[src/rtl/rtc_timekeeper.sv]
// rtc_timekeeper: 24-hour timekeeper with an integrated 1 Hz prescaler.
//
// The prescaler counts clk cycles while run=1. On the edge where it wraps from
// TICKS_PER_SEC-1 to 0, the time advances by one second. sec_tick and the
// carry pulses are registered, so they appear in the cycle after that edge,
// alongside the updated time.
//
// Optional feature macro: RTC_ALARM_EN (adds alarm_arm/alarm_min/alarm_hr
// inputs and the alarm output).
//
// Ports:
//   clk        system clock, rising edge
//   reset      asynchronous, active-high; clears all state
//   run        1 = time advances, 0 = prescaler and time frozen
//   load       single-cycle strobe: set time from load_hr/load_min/load_sec
//   load_sec   seconds to load (0-59)
//   load_min   minutes to load (0-59)
//   load_hr    hours to load (0-23)
//   alarm_arm  (RTC_ALARM_EN) enables the alarm comparison
//   alarm_min  (RTC_ALARM_EN) alarm minutes
//   alarm_hr   (RTC_ALARM_EN) alarm hours
//   mode_12h   selects the 12-hour view on disp_hours/pm
//   seconds    current seconds
//   minutes    current minutes
//   hours      current hours, 24-hour format
//   disp_hours display hours (0-23, or 1-12 in 12-hour view)
//   pm         PM flag in 12-hour view, 0 otherwise
//   sec_tick   1-cycle pulse on each second advance
//   min_carry  1-cycle pulse when seconds wrap 59->0
//   hr_carry   1-cycle pulse when minutes wrap 59->0
//   day_carry  1-cycle pulse on 23:59:59 -> 00:00:00
//   load_err   1-cycle pulse when a load is rejected
//   alarm      (RTC_ALARM_EN) 1-cycle pulse when a tick reaches alarm_hr:alarm_min:00

module rtc_timekeeper #(
  parameter int TICKS_PER_SEC = 50000000,
  parameter int PRESC_W = (TICKS_PER_SEC > 1) ? $clog2(TICKS_PER_SEC) : 1
) (
  input  logic       clk,
  input  logic       reset,
  input  logic       run,
  input  logic       load,
  input  logic [5:0] load_sec,
  input  logic [5:0] load_min,
  input  logic [4:0] load_hr,
`ifdef RTC_ALARM_EN
  input  logic       alarm_arm,
  input  logic [5:0] alarm_min,
  input  logic [4:0] alarm_hr,
  output logic       alarm,
`endif
  input  logic       mode_12h,
  output logic [5:0] seconds,
  output logic [5:0] minutes,
  output logic [4:0] hours,
  output logic [4:0] disp_hours,
  output logic       pm,
  output logic       sec_tick,
  output logic       min_carry,
  output logic       hr_carry,
  output logic       day_carry,
  output logic       load_err
);

  localparam logic [PRESC_W-1:0] PRESC_LAST = PRESC_W'(TICKS_PER_SEC - 1);

  logic [PRESC_W-1:0] presc;
  logic               load_in_range;
  logic               load_ok;
  logic               terminal;
  logic               sec_wrap;
  logic               min_wrap;
  logic               hr_wrap;
  logic [5:0]         sec_nxt;
  logic [5:0]         min_nxt;
  logic [4:0]         hr_nxt;

  assign load_in_range = (load_sec < 6'd60) && (min_ok_check(load_min)) && (load_hr < 5'd24);
  assign load_ok       = load && load_in_range;
  // Terminal count only matters while running; with run=0 everything holds.
  assign terminal      = run && (presc == PRESC_LAST);

  function automatic logic min_ok_check(input logic [5:0] m);
    return m < 6'd60;
  endfunction

  assign sec_wrap = (seconds == 6'd59);
  assign min_wrap = (minutes == 6'd59);
  assign hr_wrap  = (hours == 5'd23);

  // Time value after a one-second advance.
  always_comb begin
    sec_nxt = sec_wrap ? 6'd0 : seconds + 6'd1;
    min_nxt = minutes;
    hr_nxt  = hours;
    if (sec_wrap) begin
      min_nxt = min_wrap ? 6'd0 : minutes + 6'd1;
      if (min_wrap) begin
        hr_nxt = hr_wrap ? 5'd0 : hours + 5'd1;
      end
    end
  end

`ifdef RTC_ALARM_EN
  // The advanced time is always in range, so out-of-range alarm settings
  // can never compare equal.
  logic alarm_hit;
  assign alarm_hit = alarm_arm && sec_wrap && (min_nxt == alarm_min) && (hr_nxt == alarm_hr);
`endif

  always_ff @(posedge clk or posedge reset) begin
    if (reset) begin
      presc     <= '0;
      seconds   <= '0;
      minutes   <= '0;
      hours     <= '0;
      sec_tick  <= 1'b0;
      min_carry <= 1'b0;
      hr_carry  <= 1'b0;
      day_carry <= 1'b0;
      load_err  <= 1'b0;
`ifdef RTC_ALARM_EN
      alarm     <= 1'b0;
`endif
    end else begin
      sec_tick  <= 1'b0;
      min_carry <= 1'b0;
      hr_carry  <= 1'b0;
      day_carry <= 1'b0;
      load_err  <= load && !load_in_range;
`ifdef RTC_ALARM_EN
      alarm     <= 1'b0;
`endif
      if (load_ok) begin
        // A valid load wins over a coinciding terminal count; that tick is dropped.
        seconds <= load_sec;
        minutes <= load_min;
        hours   <= load_hr;
        presc   <= '0;
      end else if (terminal) begin
        presc     <= '0;
        seconds   <= sec_nxt;
        minutes   <= min_nxt;
        hours     <= hr_nxt;
        sec_tick  <= 1'b1;
        min_carry <= sec_wrap;
        hr_carry  <= sec_wrap && min_wrap;
        day_carry <= sec_wrap && min_wrap && hr_wrap;
`ifdef RTC_ALARM_EN
        alarm     <= alarm_hit;
`endif
      end else if (run) begin
        presc <= presc + PRESC_W'(1);
      end
    end
  end

  // 12-hour view: purely combinational from hours.
  always_comb begin
    disp_hours = hours;
    pm         = 1'b0;
    if (mode_12h) begin
      if (hours == 5'd0) begin
        disp_hours = 5'd12;
      end else if (hours < 5'd12) begin
        disp_hours = hours;
      end else if (hours == 5'd12) begin
        disp_hours = 5'd12;
        pm         = 1'b1;
      end else begin
        disp_hours = hours - 5'd12;
        pm         = 1'b1;
      end
    end
  end

endmodule

[config.mk]
export PLATFORM = sky130hd
export DESIGN_NAME = rtc_timekeeper
export DESIGN_NICKNAME = d
export VERILOG_FILES = /design/src/rtl/rtc_timekeeper.sv
export SDC_FILE = /design/constraint.sdc
export NUM_CORES = 1
export LEC_CHECK = 0
export CORE_MARGIN = 10
export CORE_UTILIZATION = 35
export CTS_BUF_LIST = sky130_fd_sc_hd__clkbuf_2 sky130_fd_sc_hd__clkbuf_4 sky130_fd_sc_hd__clkbuf_8
export DETAILED_ROUTE_END_ITERATION = 8
export HOLD_SLACK_MARGIN = 0.03
export PLACE_DENSITY_LB_ADDON = 0.15
export SYNTH_ARGS = -nofsm -noshare
export SYNTH_HDL_FRONTEND = slang
export SYNTH_SLANG_ARGS = --single-unit
[constraint.sdc]
create_clock -name clk -period 4.7 [get_ports clk]
set_input_delay 0.94 -clock clk [delete_from_list [all_inputs] [get_ports clk]]
set_output_delay 0.94 -clock clk [all_outputs]
set_load 0.02 [all_outputs]
==> flow_summary.ini, run 1 <==
[status]
status = complete, no violations

[yosys]
synth_commonest_cells = nor2_1 (51), dfrtp_1 (48), nand2_1 (30)
syn_inst = 318
synth_edf_count = 0
synthTopCellsByArea = dfrtp_1 (42%), nor2_1 (6.8%), xnor2_1 (5.9%)
synth-seq-cells = 48
ys_types = 44
yosys.area.top_type_share_pct = 42.4
synth_most_common_cell = nor2_1
synth-main-ff-cell = dfrtp_1
synth_top_area_cell = dfrtp_1
syn_avg_cell_area_um2 = 8.90
ys_warn_count = 0
synth_seq_area_share_pct = 42.4
syn_nets = 348
async_flop_share_pct = 100
netlist_area_um2 = 2830

[hold_path]
hold_class = flip-flop to flip-flop

[detailed_routing]
wirelength_um = 7300
wl_per_cell_um = 15.6
dr_wl_met3_um = 408
vias = 2426
drc_errors = 0
drt-initial-drc-count = 109
wl_met1_um = 3550
vias_per_cell = 5.19
top_layer_used = met4
ant_nets = 0
drt_first_pass_iters = 4
routed-wl-met2_um = 3280

[floorplan]
io_pins = 50
rows = 32
core_um2 = 7810
fp.dieW_um = 110
dieArea_um2 = 12100
die_h_um = 110
initial_core_util_pct = 36.3

[timing]
finalCriticalPeriod_ns = 3.43
slew-limit-headroom_pct = 31.7
tightest_slew_ns = 1.02
fin_worst_skew_ns = 0.00802
layout_setup_ws_ns = 1.27
fin_crit_sh_pct = 73.0
hold_violations = 0
fin_tns_setup_ns = 0
fmax_mhz = 292
rsz0062_at_grt = false
setup_viol = 0
slew_viol_final = 0

[grt]
grt_pass1_vias = 2347
antenna_found_initial = 0
globalRouteOverflowTotal = 0
grt_max_degree = 49
grtUsageTotal_pct = 12.2
grt_pass1_wl_um = 12000

[finish]
num_antenna_cells = 0
nets = 394
fill_cells = 803
final_layout_size_suffix_gt1_share_pct = 7.12
multi_input_area_um2 = 1530
area_delta_synth_final_pct = 24.7
regArea_um2 = 1200

[setup_path]
path_class = input port to output pin
path_cells = clkdlybuf4s50_1 -> inv_1 -> a31oi_1 -> nor2_1 -> a21oi_1 -> clkdlybuf4s50_1
cp_slowest_cell = clkdlybuf4s50_1
cp.arrival_ns = 2.49
worstPathRequired_ns = 3.76
path_max_fanout = 3
worst_path_most_repeated_cell = clkdlybuf4s50_1
path_buf_inv = 3
worst_setup_path_start_kind = input port
cp-end-kind = output pin
cp_top_family = buffers and inverters
critPathMaxStageDelay_ns = 0.62

[clock_tree]
cts_made_buffers = 5
clk_pin_slew_worst_paths_ns = 0.10
post_cts_resized = 0
cts_tree = yes
clockBufferDepth = 2
clock-root-buffer = clkbuf_8
cts_setup_buffers = 0
h-tree-depth = 2
hold_buffers = 0
numClockSinks = 48
clk_latency_ns = 0.30

[power]
max-vdd-ir-drop_mv = 0.146
p_leak_nw = 1.46
p_per_area_nw_per_um2 = 300
clkPwrFrac_pct = 30.1
swShare_pct = 30.4
p_int_mw = 0.737
power_frac_comb_pct = 24.8
p_sw_mw = 0.321
p_seq_share_pct = 45.1

[placement]
hpwlAfterDp_um = 5260
place.gp.congestion = 0.808
pre_cts_ws_ns = 1.14
place.port_buffers = 49

[flow_run]
drv_cap = 0
-- power by group through the flow --
stage / Combinational [mW] / Sequential [mW] / Clock, mW
CTS: 0.266 / 0.477 / 0.328
global placement: 0.264 / 0.484 / 0
floorplan: 0.130 / 0.502 / 0
global route: 0.290 / 0.483 / 0.348
detailed placement: 0.265 / 0.485 / 0
finish: 0.262 / 0.477 / 0.319
-- worst paths after layout --
| kind | to | cells past startpoint | start | slack, ns |
|---|---|---|---|---|
| setup / recovery | disp_hours[3] | 6 | mode_12h | 1.27 |
| hold / removal | presc[22] | 2 | presc[22] | 0.55 |
| setup reg to reg | presc[23] | 6 | presc[0] | 2.19 |
| hold reg to reg | presc[22] | 2 | presc[22] | 0.55 |
| max in group asynchronous | seconds[2] | 2 | reset | 2.86 |
| min in group asynchronous | hr_carry | 2 | reset | 1.20 |
-- routing by layer --
layer | track usage (%) | vias up
met5 | 0 | -
met4 | 2.97 | 0
met3 | 2.57 | 6
met2 | 19.3 | 54
met1 | 16.6 | 1155
li1 | - | 1211
-- flip-flops by register name (all words and copies together), names as in the netlist --
register and flops:
minutes 6, hours 5, presc 26, sec_tick 1
hr_carry 1, seconds 6, load_err 1, day_carry 1
min_carry 1
-- worst min-delay path: stages (launching register included) --
cell	delay, ns
dfrtp_1	0.37
xnor2_1	0.12
nor2_1	0.04
-- placed cells by master (no fill, tap or decap), drive strengths merged, types with 2 or more instances in the layout --
| cell type | n |
|---|---|
| o31a | 3 |
| o22a | 2 |
| clkbuf | 6 |
| xnor2 | 19 |
| o31ai | 2 |
| a21bo | 2 |
| o21ai | 7 |
| and4 | 5 |
| and2 | 2 |
| nand3 | 16 |
| nand4 | 12 |
| inv | 11 |
| dfrtp | 48 |
| ha | 8 |
| or3 | 2 |
| or2 | 4 |
| nor2b | 4 |
| a21oi | 11 |
| nand3b | 2 |
| nand2 | 30 |
| and3 | 7 |
| a21boi | 4 |
| nor3 | 14 |
| nand2b | 3 |
| xor2 | 6 |
| clkdlybuf4s50 | 49 |
| a31o | 2 |
| nor2 | 51 |
| buf | 3 |
| nor4 | 5 |
| a31oi | 11 |
| nor4b | 5 |
-- logic make-up (layout without fill, tap and decap cells) --
| group | count (synthesis) | in the layout | synth area share (%) |
|---|---|---|---|
| fa+ha+maj | 8 | 8 | 3.54 |
| flops | 48 | 48 | 42.4 |
| buf+inv | 24 | 71 | 3.67 |
| simple gates | 164 | 164 | 30.6 |
| compound gates | 47 | 47 | 11.1 |
| mux | 2 | 2 | 0.884 |
| xor+xnor | 25 | 25 | 7.73 |
-- layout make-up --
class,count,area share [%]
clock buffer,6,2.34
clock inverter,2,1.10
inverter,11,1.17
multi-input combinational,246,43.2
sequential,48,34.0
tap,102,3.61
timing repair buffer,52,14.5
-- metrics by stage --
step	power [mW]	cell area [um^2]	utilization [%]	hold WS [ns]	instances
2_1_floorplan	0.632	2830	-	0.502	318
3_3_place_gp	0.747	3410	43.7	0.527	459
3_5_place_dp	0.750	3410	43.7	0.531	459
6_report	1.06	3530	45.2	0.549	467
4_1_cts	1.07	3530	45.2	0.550	467
5_1_grt	1.12	3530	45.2	0.568	467
(Power assumes the default switching activity.)
==> run 2: changes to the inputs <==
==> constraint.sdc (replaced) <==
create_clock -name clk -period 3.41 [get_ports clk]
set_input_delay 0.682 -clock clk [delete_from_list [all_inputs] [get_ports clk]]
set_output_delay 0.682 -clock clk [all_outputs]
set_load 0.02 [all_outputs]
==> run 2 against run 1 <==
Design area up 0.85%. Flip-flop and latch count unchanged. Hold slack better by 0.0015 ns. Critical endpoint is now disp_hours[2]. Largest cell class unchanged. Largest power group unchanged.
==> flow_summary.ini, run 2 (same netlist as run 1, synthesis figures left out) <==
[status]
status = complete, no violations

[clock_tree]
clk_pin_slew_worst_paths_ns = 0.09
clockBufferDepth = 2
h-tree-depth = 2
clk_latency_ns = 0.30
hold_buffers = 0
cts_tree = yes
cts_setup_buffers = 0
cts_made_buffers = 5
post_cts_resized = 0
clock-root-buffer = clkbuf_8
numClockSinks = 48

[power]
p_per_area_nw_per_um2 = 410
max-vdd-ir-drop_mv = 0.150
p_sw_mw = 0.443
power_frac_comb_pct = 24.9
total_power_mw = 1.46
p_int_mw = 1.02
swShare_pct = 30.3
p_seq_share_pct = 44.8
clkPwrFrac_pct = 30.2
p_leak_nw = 1.48

[timing]
fin_worst_skew_ns = 0.00678
rsz0062_at_grt = false
tightest_slew_ns = 0.474
finalCriticalPeriod_ns = 3.05
slew-limit-headroom_pct = 68.4
fin_tns_setup_ns = 0
hold_violations = 0
fin_crit_sh_pct = 89.4
slew_viol_final = 0
setup_viol = 0
hold_ws_ns = 0.550
fmax_mhz = 328

[finish]
area_delta_synth_final_pct = 25.8
final_cell_mix = nor2_1 (51), clkdlybuf4s50_1 (49), dfrtp_1 (48)
mostFrequentLayoutCell = nor2_1
final_layout_size_suffix_gt1_share_pct = 8.13
largest_register = presc
nets = 398
finalInstanceArea_um2 = 3560
reg_top3 = presc x26, minutes x6, seconds x6
fill_cells = 788
num_antenna_cells = 0
largest_register_ffs = 26

[grt]
grtUsageTotal_pct = 12.4
busiest_layer = met2
met3_usage_pct = 3.57
grtUsageMet2_pct = 18.8
grt_pass1_vias = 2384
globalRouteOverflowTotal = 0
use_met1_pct = 16.9
grt_pass1_wl_um = 12200
antenna_found_initial = 0
grt_max_degree = 37

[placement]
place.port_buffers = 49
hpwlAfterDp_um = 5230
place.gp.congestion = 0.850
placed_cell_area_um2 = 3440

[floorplan]
die_h_um = 110
io_pins = 50
core_um2 = 7810
rows = 32
initial_core_util_pct = 36.3
fp.dieW_um = 110
dieArea_um2 = 12100

[detailed_routing]
vias = 2423
vias_per_cell = 5.14
wl_per_cell_um = 15.2
ant_nets = 0
drt_first_pass_iters = 4
wirelength_um = 7170
drt-initial-drc-count = 99
drc_errors = 0

[setup_path]
cp_slowest_cell = clkdlybuf4s50_1
cp-end-kind = output pin
path_max_fanout = 8
worstPathRequired_ns = 2.73
worst_path_most_repeated_cell = a21oi_1
critPathMaxStageDelay_ns = 0.63
path_class = flip-flop to output pin
path_cells = inv_1 -> ha_1 -> a21oi_1 -> o21ai_0 -> a21oi_1 -> a21oi_1 -> clkdlybuf4s50_1
cp.arrival_ns = 2.36
worst_setup_path_start_kind = flip-flop

[hold_path]
hold_class = flip-flop to flip-flop

[flow_run]
drv_cap = 0
==> run 2: critical path, delay by kind of cell (launching register included) <==
kind	cells	cell delay [ns]
compound gates	4	0.61
fa+ha+maj	1	0.20
flops	1	0.48
buf+inv	2	0.78
==> run 2: layer usage <==
| metal | vias up | wire (um) |
|---|---|---|
| met5 | - | 0 |
| met4 | 0 | 58 |
| met3 | 5 | 534 |
| met2 | 63 | 3100 |
| met1 | 1140 | 3480 |
| li1 | 1215 | - |
==> run 2: path summary, 6_finish.rpt <==
| path | from | endpoint | slack [ns] | cells past startpoint |
|---|---|---|---|---|
| max | hours[3] | disp_hours[2] | 0.36 | 7 |
| min | presc[25] | presc[25] | 0.55 | 2 |
| max reg2reg | presc[0] | presc[20] | 1.19 | 7 |
| min reg2reg | presc[25] | presc[25] | 0.55 | 2 |
| max in group asynchronous | reset | presc[1] | 2.02 | 3 |
| min in group asynchronous | reset | day_carry | 0.63 | 2 |
==> run 2: power groups by stage <==
| stage | Sequential [mW] | Clock, mW | Combinational [mW] |
|---|---|---|---|
| global route | 0.664 | 0.474 | 0.407 |
| floorplan | 0.691 | 0 | 0.179 |
| detailed placement | 0.666 | 0 | 0.369 |
| CTS | 0.655 | 0.454 | 0.371 |
| global placement | 0.666 | 0 | 0.368 |
| finish | 0.655 | 0.442 | 0.365 |
==> run 2: area by class of cell <==
cell class,count,area [um^2],area share [%]
Timing Repair Buffer,56,543,15.2
Clock inverter,2,38.8,1.09
Clock buffer,6,82.6,2.32
Tap cell,102,128,3.58
Sequential cell,48,1200,33.7
Multi-Input combinational cell,246,1530,42.9
Inverter,11,41.3,1.16
==> run 2: metrics by stage <==
stage,setup slack [ns],utilization (%),instances
after floorplan,1.05,-,318
after global placement,0.528,44.1,463
after detailed placement,0.500,44.1,463
after CTS,0.347,45.6,471
after global routing,0.186,45.6,471
final,0.363,45.6,471
==> RTL change (flow settings as in run 1) <==
Add a define of `RTC_ALARM_EN`.
--- a/src/rtl/rtc_timekeeper.sv
+++ b/src/rtl/rtc_timekeeper.sv
@@ -32,4 +32,6 @@
 //   load_err   1-cycle pulse when a load is rejected
 //   alarm      (RTC_ALARM_EN) 1-cycle pulse when a tick reaches alarm_hr:alarm_min:00
+
+`define RTC_ALARM_EN
 
 module rtc_timekeeper #(
Ports: changed (added alarm, alarm_arm, alarm_hr and alarm_min); port bits go from 50 to 63. The function was not compared with the original's and may differ.
==> RTL change against run 1 <==
- final area is 16% higher
- sequential cell count up 1
- core utilization is 0.55 points lower
- synthesized cell count rose by 19%
- worst setup slack got worse by 63 ps
- die area up 12%
- largest cell class unchanged
- power up 12%
- first-iteration DRC count increased by 48%
- clock power is 15% higher
- sequential share of layout area decreased by 4.0 points
- wire length is 31% higher
- area after synthesis up 15%
==> RTL change: results (changes against run 1) <==
[metrics] final HPWL from detailed placement: 7048 µm (was 5264 µm)
[metrics] number of vias per cell: 5.623 (was 5.195)
[metrics] synth unique cells: 57 (was 44)
[metrics] highest routing layer actually used: met4 (unchanged)
[metrics] WP data arrival: 2550 ps (was 2490 ps)
[metrics] Worst Reg-to-Reg Cells: 6 (unchanged)
[metrics] Metal-1 WL: 4374 µm (was 3548 µm)
[metrics] buffer count from post-CTS setup fixing: 0 (unchanged)
[metrics] number of hold violations in the final report: 0 (unchanged)
[metrics] total nets after synthesis: 422 (was 348)
[metrics] violation count after the first detailed-route iteration: 161 (was 109)
[metrics] outcome: complete, no violations (unchanged)
[metrics] critical path fanouts, max: 11 (was 3)
[metrics] LEAKAGE: 0.001669 µW (was 0.001463 µW)
[metrics] layout cell share with drive strength beyond 1: 0.05287 (was 0.07123)
[metrics] Avg WL per Cell: 17.49 µm (was 15.63 µm)
[metrics] routability-driven placement congestion ratio: 0.8748 (was 0.8075)
[metrics] min-delay src: presc[13]$_DFFE_PP0P_ (was presc[22]$_DFFE_PP0P_)
[metrics] Overall Global Routing Usage: 0.1423 (was 0.1221)
[metrics] Net count, final: 476 (was 394)
[metrics] IR drop worst, VDD: 0.0001866 V (was 0.0001461 V)
[metrics] initial antenna violation count: 0 (unchanged)
[metrics] Reg2Reg Launch Point: seconds[0]$_DFFE_PP0P_ (was presc[0]$_DFFE_PP0P_)
[metrics] wire length of the first global-routing pass: 15660 µm (was 11990 µm)
[metrics] Met3 Wirelength: 654 µm (was 408 µm)
[metrics] Top delay family on crit path: buffers and inverters (unchanged)
[metrics] reg-to-reg endpoint: hours[4]$_DFFE_PP0P_ (was presc[23]$_DFFE_PP0P_)
[metrics] slew margin rel.: 0.4442 (was 0.3169)
[metrics] Final Skew: 9.089 ps (was 8.016 ps)
[metrics] maximum count of clock buffers along a single path: 2 (unchanged)
[metrics] share of the yosys chip area belonging to registers: 0.3771 (was 0.4242)
[metrics] Yosys Warn Count: 0 (unchanged)
[metrics] leading post-synthesis cells by cell area: sky130_fd_sc_hd__dfrtp_1 38%, sky130_fd_sc_hd__nor2_1 6.1%, sky130_fd_sc_hd__xor2_1 5.4% (was sky130_fd_sc_hd__dfrtp_1 42%, sky130_fd_sc_hd__nor2_1 6.8%, sky130_fd_sc_hd__xnor2_1 5.9%)
[metrics] source-to-sink clock delay at the later pin of the worst-skew pair: around 310 ps
[metrics] register-to-register path setup slack: 2020 ps (was 2190 ps)
[metrics] cell area after placement: 3955 µm² (was 3410 µm²)
[metrics] Hold EP: presc[13]$_DFFE_PP0P_ (was presc[22]$_DFFE_PP0P_)
[metrics] worst hold-check slack: 564.1 ps (was 548.5 ps)
[metrics] maximum cell stage delay along the critical path: 640 ps (was 620 ps)
[metrics] count of input and output buffers: 62 (was 49)
[metrics] wire length on met2: 4464 µm (was 3278 µm)
[metrics] vias in the first global route: 3020 (was 2347)
RTL change: power breakdown:
part | total [µW] | switching, µW | internal (µW)
Clock | 367 | 156 | 212
Sequential | 495 | 49.8 | 445
Combinational | 322 | 177 | 145
Total | 1180 | 382 | 801
RTL change: logic make-up (layout without fill, tap and decap cells):
kind of cell	count (synthesis)	in the layout	synth area share
AO/OA/AOI/OAI	76	76	0.1474
flip-flops	49	49	0.3771
adder cells (fa/ha/maj)	8	8	0.03078
XOR/XNOR	30	30	0.08080
multiplexers	4	4	0.01231
AND/OR/NAND/NOR	182	182	0.3124
buffers and inverters	31	86	0.03925
RTL change: routing by layer:
layer | up-vias | GRT usage
met2 | 76 | 0.2311
met5 | - | 0
li1 | 1487 | -
met3 | 4 | 0.03390
met1 | 1503 | 0.1879
met4 | 0 | 0.02919
RTL change: through the flow:
step / setup slack, ps / std cells
floorplan: 1823 / 380
global placement: 1245 / 538
detailed placement: 1162 / 538
CTS: 1176 / 546
global route: 1008 / 546
finish: 1206 / 546
RTL change: how the worst max path moves through the flow:
stage / from / to / slack (ps) / cells after the start
after floorplan: hours[2]$_DFFE_PP0P_ / disp_hours[4] / 1820 / 6
after global placement: run / hours[4]$_DFFE_PP0P_ / 1250 / 7
after detailed placement: run / hours[4]$_DFFE_PP0P_ / 1160 / 7
after CTS: hours[3]$_DFFE_PP0P_ / disp_hours[3] / 1180 / 7
after global routing: hours[3]$_DFFE_PP0P_ / disp_hours[3] / 1010 / 7
final: hours[3]$_DFFE_PP0P_ / disp_hours[4] / 1210 / 6
RTL change: cell type report:
cell class              count  area (µm²)
clock buffers               5       68.82
fillers                   923        5064
multi-input cells         300        1898
flip-flops and latches     49        1226
inverters                  13       48.80
repair buffers             65       643.1
clock inverters             3       65.06
well taps                 111       138.9
RTL change: tightest hold or removal path, delay by kind of cell (launching register included):
kind / cells / cell delay (ps)
and+or+nand+nor: 1 / 70
DFF: 1 / 380
xor gates and xnor gates: 1 / 80
